==> src/rtl/lcd_frame_capture.sv <==
// LCD frame capture: packs 2-bit raster pixels four per byte
// and writes a full frame into a framebuffer write port.
module lcd_frame_capture #(
    parameter int LCD_LINEWIDTH = 160,
    parameter int LCD_LINES     = 144,
    parameter int PIXEL_BITS    = 2,
    parameter int ADDR_W        = 13
) (
    input  logic                    clk,
    input  logic                    rst,
    input  logic                    enable,
    input  logic                    pix_valid,
    input  logic [PIXEL_BITS-1:0]   pix_data,
    input  logic                    pix_first,
    output logic                    pix_ready,
    output logic                    fb_we,
    output logic [ADDR_W-1:0]       fb_addr,
    output logic [4*PIXEL_BITS-1:0] fb_wdata,
    input  logic                    fb_ready,
    output logic                    frame_done,
    output logic [7:0]              frame_count,
    output logic                    err_sync,
    input  logic                    err_clr,
    output logic                    busy
);

    localparam int XW = $clog2(LCD_LINEWIDTH);
    localparam int YW = (LCD_LINES > 1) ? $clog2(LCD_LINES) : 1;
    localparam logic [XW-1:0]     X_LAST = XW'(LCD_LINEWIDTH - 1);
    localparam logic [YW-1:0]     Y_LAST = YW'(LCD_LINES - 1);
    localparam logic [ADDR_W-1:0] BPL    = ADDR_W'(LCD_LINEWIDTH / 4);

    typedef enum logic [1:0] {IDLE, CAPTURE, DONE} state_t;

    state_t                    state, state_n;
    logic [XW-1:0]             x, px;
    logic [YW-1:0]             y, py;
    logic [3*PIXEL_BITS-1:0]   pack;
    logic                      accept, fb_hs;
    logic                      cap, restart, err_set, byte_full;

    // A stalled write blocks the pixel stream; otherwise always accept
    assign pix_ready = !(fb_we && !fb_ready);
    assign accept    = pix_valid && pix_ready;
    assign fb_hs     = fb_we && fb_ready;
    assign busy      = (state == CAPTURE);

    // State register
    always_ff @(posedge clk or posedge rst) begin
        if (rst) state <= IDLE;
        else     state <= state_n;
    end

    // Next state and pixel capture decode
    always_comb begin
        state_n   = state;
        cap       = 1'b0;
        restart   = 1'b0;
        err_set   = 1'b0;
        px        = x;
        py        = y;
        unique case (state)
            IDLE: begin
                if (enable && accept && pix_first) begin
                    state_n = CAPTURE;
                    cap     = 1'b1;
                    restart = 1'b1;
                end
            end
            CAPTURE: begin
                if (!enable) begin
                    state_n = IDLE;
                end else if (accept) begin
                    cap = 1'b1;
                    if (pix_first) begin
                        restart = 1'b1;
                        err_set = (x != '0) || (y != '0);
                    end else if (x == X_LAST && y == Y_LAST) begin
                        state_n = DONE;
                    end
                end
            end
            DONE: begin
                if (fb_hs) state_n = IDLE;
            end
            default: state_n = IDLE;
        endcase
        if (restart) begin
            px = '0;
            py = '0;
        end
        byte_full = cap && (px[1:0] == 2'b11);
    end

    // Counters, pack register, write port and status
    always_ff @(posedge clk or posedge rst) begin
        if (rst) begin
            x           <= '0;
            y           <= '0;
            pack        <= '0;
            fb_we       <= 1'b0;
            fb_addr     <= '0;
            fb_wdata    <= '0;
            frame_done  <= 1'b0;
            frame_count <= '0;
            err_sync    <= 1'b0;
        end else begin
            frame_done <= 1'b0;
            if (fb_hs) fb_we <= 1'b0;
            if (cap) begin
                if (restart)
                    pack <= {{(2*PIXEL_BITS){1'b0}}, pix_data};
                else
                    pack <= {pack[2*PIXEL_BITS-1:0], pix_data};
                if (byte_full) begin
                    fb_we    <= 1'b1;
                    fb_addr  <= ADDR_W'(py) * BPL + ADDR_W'(px >> 2);
                    fb_wdata <= {pack, pix_data};
                end
                if (px == X_LAST) begin
                    x <= '0;
                    y <= (py == Y_LAST) ? '0 : py + 1'b1;
                end else begin
                    x <= px + 1'b1;
                    y <= py;
                end
            end else if (state == CAPTURE && !enable) begin
                x    <= '0;
                y    <= '0;
                pack <= '0;
            end
            if (state == DONE && fb_hs) begin
                frame_done  <= 1'b1;
                frame_count <= frame_count + 1'b1;
            end
            if (err_set)      err_sync <= 1'b1;
            else if (err_clr) err_sync <= 1'b0;
        end
    end

endmodule

==> config.mk <==
export PLATFORM = sky130hd
export DESIGN_NAME = lcd_frame_capture
export DESIGN_NICKNAME = d
export VERILOG_FILES = /design/src/rtl/lcd_frame_capture.sv
export SDC_FILE = /design/constraint.sdc
export NUM_CORES = 1
export LEC_CHECK = 0
export CAP_MARGIN = 10
export CORE_ASPECT_RATIO = 0.9
export CORE_MARGIN = 1
export CORE_UTILIZATION = 49
export DETAILED_ROUTE_END_ITERATION = 10
export DONT_BUFFER_PORTS = 1
export HOLD_SLACK_MARGIN = 0.05
export PLACE_DENSITY_LB_ADDON = 0.08
export SLEW_MARGIN = 15
export SYNTH_ARGS = -nofsm -noshare
export SYNTH_HDL_FRONTEND = slang
export SYNTH_SLANG_ARGS = --single-unit
==> constraint.sdc <==
create_clock -name clk -period 4.6 [get_ports clk]
set_clock_uncertainty 0.05 [all_clocks]
set_input_delay 0.46 -clock clk [delete_from_list [all_inputs] [get_ports clk]]
set_output_delay 0.46 -clock clk [all_outputs]
set_load 0.02 [all_outputs]
==> results by group <==
Worst setup path
  • Worst path max stage delay: 0.55 ns
  • Worst Setup End Kind: flip-flop
  • Max FO, Critical Path: 9
  • Data required, critical path: 4.77 ns
  • Crit path max-delay family: simple AND/OR/NAND/NOR gates
  • Worst r2r dst: fb_addr[11]$_DFFE_PP0P_
  • Buf/Inv on CP: 0
  • R2R depth: 11
  • Flop2flop setup slack: 1.26 ns
  • Worst r2r src: fb_we$_DFF_PP0_
  • Critical-path top delay cell: nor3_2
  • WS Path Type: flip-flop to flip-flop
  • Critical path data arrival time: 3.51 ns
  • Critical Path Start Type: flip-flop
  • Crit-path cells: nor2b_4 -> nor3_2 -> nor2_1 -> ha_1 -> fa_1 -> xor2_1 -> nand3_1 -> nor3_1 -> nand3_1 -> xor2_1 -> o21ai_0

Global routing
  • Grt peak-use layer: met1
  • Vias in the first global route: 2,120
  • Met1 global-route usage: 30.3%
  • GRT Total Usage: 19.9%
  • Initial antenna violation count: 0
  • Largest net degree at the start of global routing: 35
  • Global-route wire length before repair: 10,700 um
  • Grt met2 use: 28.3%
  • GR Util met3: 4.45%
  • Gr ovfl total: 0

Pwr
  • Power Dens Cells: 271 mW/mm2
  • Sequential share of power: 57.6%
  • Lkg Pwr: 1.62 nW
  • Cell Int Power: 700 uW
  • Net Sw Frac: 25.0%
  • Gate power share: 7.7%
  • Overall power: 932 uW
  • Clock share of power: 34.7%
  • Max rail drop VDD: 0.228 mV
  • Switching Power: 233 uW

Timing
  • Final Hold Fails: 0
  • Max Clk Rate: 300 MHz
  • Hold Slack: 0.187 ns
  • Setup WS post-layout: 1.26 ns
  • Tcrit/Tclk final: 72.5%
  • Setup-failing EPs final: 0
  • Slew margin rel.: 45.0%
  • RSZ-0062 raised after global routing: false
  • Actual slew at the worst max-slew pin: 0.818 ns
  • Post-layout min period: 3.34 ns
  • Max-slew violations: 0
  • Final TNS setup: 0 ns

Routing
  • Drt total wl: 6600 um
  • Vias: 2,334
  • Iteration-0 DRC Markers: 116
  • TritonRoute pass-1 iters: 4
  • Drt wl/cell: 16.3 um
  • Drt drc: 0
  • Post-route ant nets: 0
  • Via density: 5.76

Die
  • Initial Util: 52.0%
  • Top-Level Pins: 43
  • Chip Height: 79.5 um
  • Full die area: 0.00700 mm2
  • Core area: 0.00628 mm2
  • Die W: 88.1 um
  • Num rows: 27

Finish
  • Fillcell total: 572
  • Nets: 340
  • Number of diodes: 0
  • Post-route cell area: 0.00345 mm2
  • Sequential cell area: 0.00140 mm2
  • Share of cells above drive strength 1: 15.1%
  • Layout Utilization: 54.9%
  • Area delta synth->final: 5.47%
  • Final non-filler cell total: 405
  • Multi-input combinational cell area: 0.00176 mm2

Synth
  • Cell taking the most area after synthesis: dfrtp_1
  • EDFF count, synth: 0
  • Post-synth top cells: 56 x dfrtp_1, 37 x nand2_1, 26 x o21ai_0
  • Syn Area/Cell: 10.1 um2
  • Synth Net Count: 345
  • Distinct cells, synth: 67
  • Top_reg_cell synth: dfrtp_1
  • Ys Warns: 0
  • Synth area leaders: dfrtp_1 43%, ha_1 5.0%, xnor2_1 4.6%
  • Share of the synthesized area in the top cell type: 42.9%
  • Netlist Area Pre-Place: 0.00327 mm2
  • Sequential area share after synthesis: 42.9%
  • Count leader, synth: dfrtp_1
  • Asr flop ratio synth: 100%
  • Gate Count Post-Synth: 322
  • Flops & latches, synth: 56

Job
  • Max Cap Viol: 0

Status
  • Outcome: completed

Clocking
  • Clock-pin transition on the worst setup and hold timing paths: 0.10 ns
  • TritonCTS Sinks: 56
  • Number of hold buffers added after cts: 1
  • H-tree depth: 2
  • Clock Path Buffers: 2
  • Clk_lat worst skew: 0.31 ns
  • CTS buffer count: 5
  • Root buffer selected by CTS: clkbuf_8
  • Post-CTS Resized: 0
  • CTS tree: done
  • Post-CTS Setup Repair Bufs: 0

Place
  • Routability Congestion: 0.839
  • Dpl cell area: 0.00332 mm2
  • IO buf count: 0
  • DP HPWL: 4810 um
  • Dpl cells: 396
  • Pre-CTS WS: 1.32 ns

Hold path
  • Min-Delay Endpoint: err_sync$_DFFE_PP0P_
  • Worst Hold Launch: err_clr
  • Worst min path class: input pin to flip-flop
  • Cell depth of the worst min-delay path: 1
## routing by layer
layer / vias to the layer above / share of wire [%] / wire length, um
li1: 1154 / - / -
met1: 1126 / 53 / 3500
met2: 50 / 41 / 2690
met3: 4 / 5.6 / 367
met4: 0 / 0.64 / 42
met5: - / 0 / 0
## power by group through the flow
stage          Sequential (mW)  Clock (mW)  Combinational, mW
4_1_cts                  0.537       0.334             0.0720
3_3_place_gp             0.547           0             0.0708
5_1_grt                  0.540       0.353             0.0813
2_1_floorplan            0.542           0             0.0571
6_report                 0.537       0.323             0.0715
3_5_place_dp             0.547           0             0.0709
## worst max-delay path by stage
stage / slack, ns / from / cells after the start / endpoint
global placement: 1.39 / fb_we$_DFF_PP0_ / 11 / fb_addr[11]$_DFFE_PP0P_
global route: 0.95 / fb_we$_DFF_PP0_ / 11 / fb_addr[11]$_DFFE_PP0P_
CTS: 1.27 / fb_we$_DFF_PP0_ / 11 / fb_addr[11]$_DFFE_PP0P_
detailed placement: 1.32 / fb_we$_DFF_PP0_ / 11 / fb_addr[11]$_DFFE_PP0P_
finish: 1.26 / fb_we$_DFF_PP0_ / 11 / fb_addr[11]$_DFFE_PP0P_
floorplan: 1.53 / fb_we$_DFF_PP0_ / 12 / fb_addr[11]$_DFFE_PP0P_
## layout make-up
class,count,share of cell area (%)
tap,87,3.16
sequential,56,40.7
inverter,11,1.20
multi-input combinational,241,51.1
clock inverter,3,1.38
clock buffer,5,2.00
timing repair buffer,2,0.508
## registers in the layout, summed over array words and instances, names as in the netlist
signal,count
fb_addr,13
fb_wdata,8
frame_count,8
x,8
y,8
pack,6
state,2
err_sync,1
fb_we,1
frame_done,1
## cell families after synthesis
family,count (synthesis),synth area share (%)
fa+ha+maj,15,5.90
xor+xnor,25,6.70
buf+inv,25,3.22
simple gates,115,21.2
flops,56,42.9
compound gates,75,16.3
mux,11,3.79
## worst reg2reg max path, stage by stage, from the launching register on
cell and delay, ns:
dfrtp_1 0.50, nor2b_4 0.20, nor3_2 0.55, nor2_1 0.14
ha_1 0.27, fa_1 0.43, xor2_1 0.24, nand3_1 0.12
nor3_1 0.30, nand3_1 0.15, xor2_1 0.16, o21ai_0 0.14
## cells in the final DEF, fill, tap and decap left out, drive strengths merged, types with 7 or more instances in the layout
cell type | synthesis | routed
a22o | 7 | 7
a32o | 7 | 7
and3 | 10 | 10
dfrtp | 56 | 56
ha | 13 | 13
inv | 11 | 11
mux2 | 11 | 11
nand2 | 39 | 39
nand3 | 7 | 7
nand4 | 9 | 9
nor2 | 17 | 17
nor2b | 7 | 7
o21ai | 31 | 31
xnor2 | 17 | 17
xor2 | 8 | 8
Note: power is estimated with default switching activity, not from simulation.
